`src/rtl/weight_transposer.sv`:
```
// weight_transposer: buffers an NxM weight matrix row by row and writes
// its MxN transpose into the weight SRAM, one transposed row per address.
module weight_transposer #(
    parameter int DW  = 8,
    parameter int DIM = 8
) (
    input  logic                     CLK,
    input  logic                     RST,
    input  logic                     START,
    input  logic [3:0]               M,
    input  logic [3:0]               N,
    input  logic                     S_VALID,
    output logic                     S_READY,
    input  logic [DIM*DW-1:0]        S_DATA,
    output logic                     EN_W,
    output logic                     WE_W,
    output logic [$clog2(DIM)-1:0]   ADDR_W,
    output logic [DIM*DW-1:0]        WDATA_W,
    output logic                     BUSY,
    output logic                     DONE,
    output logic                     ERR
);

    localparam int AW = $clog2(DIM);

    typedef enum logic [1:0] {
        IDLE,
        LOAD,
        WRITE
    } state_t;

    state_t             state;
    logic [3:0]         m_q;
    logic [3:0]         n_q;
    logic [AW-1:0]      row_q;
    logic [DW-1:0]      mem_q [DIM][DIM];
    logic [DW-1:0]      row_in [DIM];
    logic [DIM*DW-1:0]  first_col;
    logic [DIM*DW-1:0]  next_col;
    logic [AW-1:0]      next_addr;
    logic               cfg_ok;
    logic               beat;
    logic               last_row;

    assign cfg_ok   = (M != 4'd0) && (M <= 4'(DIM)) &&
                      (N != 4'd0) && (N <= 4'(DIM));
    assign beat     = S_VALID && S_READY;
    assign last_row = (4'(row_q) == (n_q - 4'd1));

    // Columns beyond M are forced to zero so the transposed rows i>=M stay empty.
    always_comb begin
        next_addr = ADDR_W + AW'(1);
        first_col = '0;
        next_col  = '0;
        for (int j = 0; j < DIM; j++) begin
            row_in[j] = (4'(j) < m_q) ? S_DATA[(DIM-1-j)*DW +: DW] : '0;
        end
        for (int k = 0; k < DIM; k++) begin
            first_col[(DIM-1-k)*DW +: DW] =
                (AW'(k) == row_q) ? row_in[0] : mem_q[k][0];
            next_col[(DIM-1-k)*DW +: DW] = mem_q[k][next_addr];
        end
    end

    always_ff @(posedge CLK) begin
        if (RST) begin
            state   <= IDLE;
            m_q     <= '0;
            n_q     <= '0;
            row_q   <= '0;
            S_READY <= 1'b0;
            EN_W    <= 1'b0;
            WE_W    <= 1'b0;
            ADDR_W  <= '0;
            WDATA_W <= '0;
            BUSY    <= 1'b0;
            DONE    <= 1'b0;
            ERR     <= 1'b0;
            for (int k = 0; k < DIM; k++) begin
                for (int j = 0; j < DIM; j++) begin
                    mem_q[k][j] <= '0;
                end
            end
        end else begin
            DONE <= 1'b0;
            ERR  <= 1'b0;
            unique case (state)
                IDLE: begin
                    if (START) begin
                        if (cfg_ok) begin
                            m_q     <= M;
                            n_q     <= N;
                            row_q   <= '0;
                            S_READY <= 1'b1;
                            BUSY    <= 1'b1;
                            state   <= LOAD;
                            for (int k = 0; k < DIM; k++) begin
                                for (int j = 0; j < DIM; j++) begin
                                    mem_q[k][j] <= '0;
                                end
                            end
                        end else begin
                            ERR <= 1'b1;
                        end
                    end
                end
                LOAD: begin
                    if (beat) begin
                        for (int j = 0; j < DIM; j++) begin
                            mem_q[row_q][j] <= row_in[j];
                        end
                        row_q <= row_q + AW'(1);
                        // The first write goes out right away, so column 0
                        // must include the row arriving on this beat.
                        if (last_row) begin
                            state   <= WRITE;
                            S_READY <= 1'b0;
                            EN_W    <= 1'b1;
                            WE_W    <= 1'b1;
                            ADDR_W  <= '0;
                            WDATA_W <= first_col;
                        end
                    end
                end
                WRITE: begin
                    if (ADDR_W == AW'(DIM-1)) begin
                        state   <= IDLE;
                        EN_W    <= 1'b0;
                        WE_W    <= 1'b0;
                        ADDR_W  <= '0;
                        WDATA_W <= '0;
                        BUSY    <= 1'b0;
                        DONE    <= 1'b1;
                    end else begin
                        ADDR_W  <= next_addr;
                        WDATA_W <= next_col;
                    end
                end
                default: state <= IDLE;
            endcase
        end
    end

    a_we_en: assert property (@(posedge CLK) WE_W == EN_W);
    a_en_busy: assert property (@(posedge CLK) EN_W |-> BUSY);

endmodule

```
`config.mk`:
```
export PLATFORM = sky130hd
export DESIGN_NAME = weight_transposer
export DESIGN_NICKNAME = d
export VERILOG_FILES = /design/src/rtl/weight_transposer.sv
export SDC_FILE = /design/constraint.sdc
export NUM_CORES = 1
export LEC_CHECK = 0
export ABC_AREA = 0
export CORE_MARGIN = 1
export CORE_UTILIZATION = 40
export CTS_CLUSTER_SIZE = 14
export DETAILED_ROUTE_END_ITERATION = 16
export GPL_TIMING_DRIVEN = 0
export REMOVE_ABC_BUFFERS = 1
export SLEW_MARGIN = 20
export SYNTH_ARGS = -nofsm -noshare
export SYNTH_HDL_FRONTEND = slang
export SYNTH_SLANG_ARGS = --single-unit
```
`constraint.sdc`:
```
create_clock -name CLK -period 10.2 [get_ports CLK]
set_input_delay 3.06 -clock CLK [delete_from_list [all_inputs] [get_ports CLK]]
set_output_delay 3.06 -clock CLK [all_outputs]
set_load 0.02 [all_outputs]
```
Yosys cells after proc, flatten, opt, wreduce, memory -nomap -nowiden
Memory sizes are Yosys's and may differ from the RTL's.
Index checks and enable logic that the tools add are counted.

operators by class
  add/sub/neg operators = 3
  magnitude comparators = 11
  equal/unequal tests = 16
  muxes and demuxes = 148
  bitwise operators = 68
  reductions and logical operators = 21

operator list
  operator                                             number
  2-to-1 mux 8 bit                                     97
  2-to-1 mux 64 bit                                    4
  binary-select mux 8 bit (select 3 bit)               8
  one-hot mux 64 bit (2 select lines)                  1
  bitwise OR 1 bit                                     64
  OR reduction 64 bit                                  1
  2-to-1 mux 3 bit                                     7
  2-to-1 mux 1 bit                                     20
  < comparator 3 x 4 -> 1 bit (first input constant)   4
  equality test 3 bit (first input constant)           4
  one-hot mux 3 bit (2 select lines)                   2
  AND reduction 4 bit                                  3
  2-to-1 mux 2 bit                                     5
  inequality test 2 bit (second input constant)        5
  AND reduction 5 bit                                  2
  <= comparator 4 bit (second input constant)          2
  < comparator 1 x 4 -> 1 bit (first input constant)   2
  < comparator 2 x 4 -> 1 bit (first input constant)   2
  nonzero test 4 bit                                   2
  adder 3 x 1 -> 3 bit (second input constant)         2
  equality test 2 x 3 -> 1 bit (first input constant)  2
  one-hot mux 1 bit (2 select lines)                   3
  one-hot mux 2 bit (3 select lines)                   1
  AND reduction 3 bit                                  2
  other kinds (15)                                     22

word-level totals
  bits in registers = 85
  bits in writable memories = 512
  bits of input ports = 76
  output and inout bits = 73
  memories kept = 1

memories
  name   depth  bits a word  rd ports  clocked after memory_dff  write ports  line  source
  mem_q  8      64           8         0                         8            36    logic [DW-1:0] mem_q [DIM][DIM];

Depth between registers and ports, before layout
  word-level depth = 11
  depth in mapped cells = 8
  gate-level depth less buffers = 7

Least setup slack after synthesis
No wires, ideal clock.

  kind = in2reg
  start point = in S_VALID
  end point = mem mem_q[6][0] (netlist name), enable pin
  library setup time = 0.424 ns
  data arrival time = 5.523 ns
  required time = 9.776 ns
  setup slack = 4.254 ns
  cell stages on the path = 8
  cell sequence = nand2_1 or3_1 buf_2 nor3_4 nand3_1 buf_2 buf_4 nand2_1

RTL lines
  what         line  source
  from (decl)  12    input logic S_VALID,
  to (decl)    36

==> metrics.md <==
| Metric | Value |
|---|---|
| CP required | 10.47 ns |
| Final setup fails | 0 |
| Endpoints failing hold | 0 |
| CTS Buf Count | 66 |
| Resized Gates After CTS | 0 |
| Root Buffer | clkbuf_16 |
| Worst path max stage delay | 0.49 ns |
| Max Buffers Root-to-Sink | 3 |
| Maxcap violations | 0 |
| Post-CTS Hold Fix Bufs | 0 |
| Cell variety after synth | 46 |
| First-pass DRT Iterations | 6 |
| Combinational share of power | 5.2% |
| Worst Path Max Fanout | just over 40 |
| CTS tree | yes |
| Async SR Flop Fraction | 0% |
| Worst Max-Slew Pin Slew | 1.088 ns |
| Switching part of the total | 21.91% |
| Status | complete, no violations |
| Top cell type's share of synthesized area | 59.20% |
| Post-CTS Setup Inserts | 0 |
| GP Congestion | around 0.75 |
| Register bit total from synthesis | 597 |
| Synth Area in Adders | less than 1% |
| Post-synthesis mux area share | between 10% and 20% |
| Synth Area in Simple Gates | 10.92% |
| Fmax | 0.1760 GHz |
| Area grow syn2layout | 18.58% |
| Remaining antenna violation count | 0 |
| DRC viols | 0 |
| RSZ-0062 raised after global routing | false |
| Layout filler cell count | 5,565 |
| Clock transition at the registers of the reported paths | 0.05 ns |
| Reg2reg end | WDATA_W[31]$_SDFFE_PP0P_ |
| CP Launch Type | input port |
| Sequential area share after synthesis | roughly 66% |
| GRT overflow | 0 |
| Dpl hpwl | 46,020 microns |
| Crit path depth | 8 |
| Pwr Density | 174.6 mW/mm^2 |
| FP Rows | between 90 and 100 |
| Crit-path cells | clkdlybuf4s50_1 -> nand2_1 -> or3_1 -> nor3_4 -> nand3_4 -> buf_12 -> nand2_4 -> buf_12 |
| Die Wd | 256.8 microns |
| Vias in the first global route | roughly 16,000 |
| Post-Syn Area | 0.02597 sq mm |
| Final instance area | 0.03080 sq mm |
| CP bufs+invs | 3 |
| PortBufs | 148 |
| Synth Area in XOR/XNOR | 0.1012% |
| Kind of cell adding the most delay to the critical path | simple AND/OR/NAND/NOR gates |
| HP Class | register to register |
| Pwr Total | 0.005377 W |
| Crit path DAT | 5.95 ns |
| Placeable Area | ~0.064 sq mm |
| Main combinational cell family by area after synthesis | multiplexers |
| Fin crit period | between 5 and 6 ns |
| Sequential share of power | 51.9% |
| Clk sink count | 597 |
| Proportion of layout cells with a drive suffix above 1 | between 15 and 20% |
| R2r setup slk | 6.74 ns |
| Synth Flop Type | edfxtp_1 |
| Via Count | around 17,000 |
| Die footprint | 0.06595 sq mm |
| Top cells by area in the synthesized netlist | edfxtp_1 59%, mux4_2 11%, nor2_1 8.6% |
| Final Cycle Share | 55.71% |
| Crit. Startpoint | S_VALID |
| Routed WL | roughly 74,000 microns |
| Final Max Tran Viols | 0 |
| Io pins | ~150 |
| Largest net degree at the start of global routing | 55 |
| Hold path depth | 2 |
| Worst setup EP type | register |
| Die Height | ~260 microns |
| Power share of the clock group | roughly 43% |
| Cell with the most instances after synthesis | nor2_1 |
| Synth top cells by count | 593 x nor2_1, 512 x edfxtp_1, 128 x mux4_2, 86 x nand2_1, 85 x dfxtp_1 |
| Post-Place Cell Area | 0.02874 sq mm |
| Diode count | 0 |
| Post-synth EDFFs | 512 |
| Leakage | roughly 10 nW |
| Int Pwr | 0.004199 W |
| R2R cell count | 8 |
| Total GRT Usage | 22.33% |
| Vias/cell | around 5.9 |
| Most used cell along the critical path | buf_12 |
| Cell count after synthesis | around 1,800 |
| Critical Path End | mem_q[6][3]$_SDFFCE_PN0P_ |
| Synth warn | 0 |
| H-tree level count | 3 |
| Avg Cell Area, Syn | 14.05 sq um |
| Initial DRC Count | 2,280 |
| Initial antenna violation count | 0 |
| Area leader, netlist | edfxtp_1 |
| Slew headroom | 27.20% |
| Sw power | 0.001178 W |
| First-pass GRT wire length | 107,400 microns |
| Worst r2r src | ADDR_W[0]$_SDFFE_PP0P_ |
| Clock skew | between 0.03 and 0.04 ns |
| Synth Area in Compound Gates | roughly 5.4% |
| Final net count | 2,032 |
| Worst skew pair latency | ~0.60 ns |
| Wire length per cell | 25.93 microns |
| Critical path's slowest cell | clkdlybuf4s50_1 |
| Starting Density | a little over 40% |
| Maximum vdd drop | 0.1207 mV |
| Setup CP Type | input port to register |
## logic make-up after synthesis
logic type                 count (synthesis)
DFF                                      597
and+or+nand+nor                          718
muxes                                    200
xor gates and xnor gates                   3
AOI/OAI and AO/OA                        158
buffers and inverters                    163
adders and majority gates                  9
## worst register-to-register path: cells and delay by family, from the launching register on
family	cells	cell delay [ns]
AOI/OAI and AO/OA	2	0.78
muxes	1	0.56
DFF	1	0.56
buffers and inverters	5	1.42
## area by class of cell
class | instances | area (sq um) | share of cell area [%]
Timing Repair Buffer | 187 | 2316 | 7.520
Clock inverter | 31 | 252.7 | 0.8207
Tap cell | 855 | 1070 | 3.474
Clock buffer | 88 | 1798 | 5.838
Sequential cell | 597 | 17080 | 55.47
Inverter | 7 | 26.28 | 0.08532
Multi-Input combinational cell | 1088 | 8252 | 26.79
## how the worst min path moves through the flow
stage	from	to
after CTS	BUSY$_SDFFE_PP0P_	BUSY$_SDFFE_PP0P_
after detailed placement	BUSY$_SDFFE_PP0P_	BUSY$_SDFFE_PP0P_
after floorplan	n_q[3]$_SDFFE_PP0P_	n_q[3]$_SDFFE_PP0P_
after global placement	BUSY$_SDFFE_PP0P_	BUSY$_SDFFE_PP0P_
after global routing	BUSY$_SDFFE_PP0P_	BUSY$_SDFFE_PP0P_
final	BUSY$_SDFFE_PP0P_	BUSY$_SDFFE_PP0P_
## sequential cells by signal, summed over array words and instances (netlist names)
name,cells
ADDR_W,3
BUSY,1
DONE,1
ERR,1
S_READY,1
WDATA_W,64
WE_W,1
m_q,4
mem_q,512
n_q,4
row_q,3
state,2
## power by group through the flow
| stage | logic [W] | clock network [W] | registers, W |
|---|---|---|---|
| after detailed placement | 0.000280 | 0 | 0.00284 |
| after global routing | 0.000294 | 0.00243 | 0.00280 |
| after CTS | 0.000281 | 0.00233 | 0.00279 |
| after floorplan | 0.000138 | 0 | 0.00284 |
| final | 0.000280 | 0.00230 | 0.00279 |
| after global placement | 0.000258 | 0 | 0.00285 |
## cells in the final DEF, fill, tap and decap left out, drive strengths merged, types with 21 or more instances in the layout
cell / instances
a221oi: 64
clkdlybuf4s50: 147
clkinv: 21
nor2: 595
dfxtp: 85
clkbuf: 88
edfxtp: 512
buf: 40
mux2: 64
a222oi: 64
nand2: 87
mux4: 128
## through the flow
step	TNS (ns)	cells	setup slack, ns	util, %	hold slack, ns
after CTS	0	2853	4.575	47.86	0.4653
after detailed placement	0	2734	3.952	44.67	0.4566
after global placement	-1153.61	2695	-4.784	43.09	0.4560
final	0	2853	4.517	47.86	0.4552
after floorplan	0	1692	0.6837	-	0.4883
after global routing	0	2853	4.396	47.86	0.4838
## routing by layer
metal / track usage, % / wire length, microns / up-vias / share of wire (%)
met4: 6.895 / 1863 / 0 / 2.5
met3: 3.944 / 6953 / 103 / 9.4
met5: 0 / 0 / - / 0
met1: 31.86 / 30410 / 8579 / 41
li1: - / - / 7190 / -
met2: 34.77 / 34740 / 833 / 47
No activity file was read; power rests on OpenSTA's default activity.
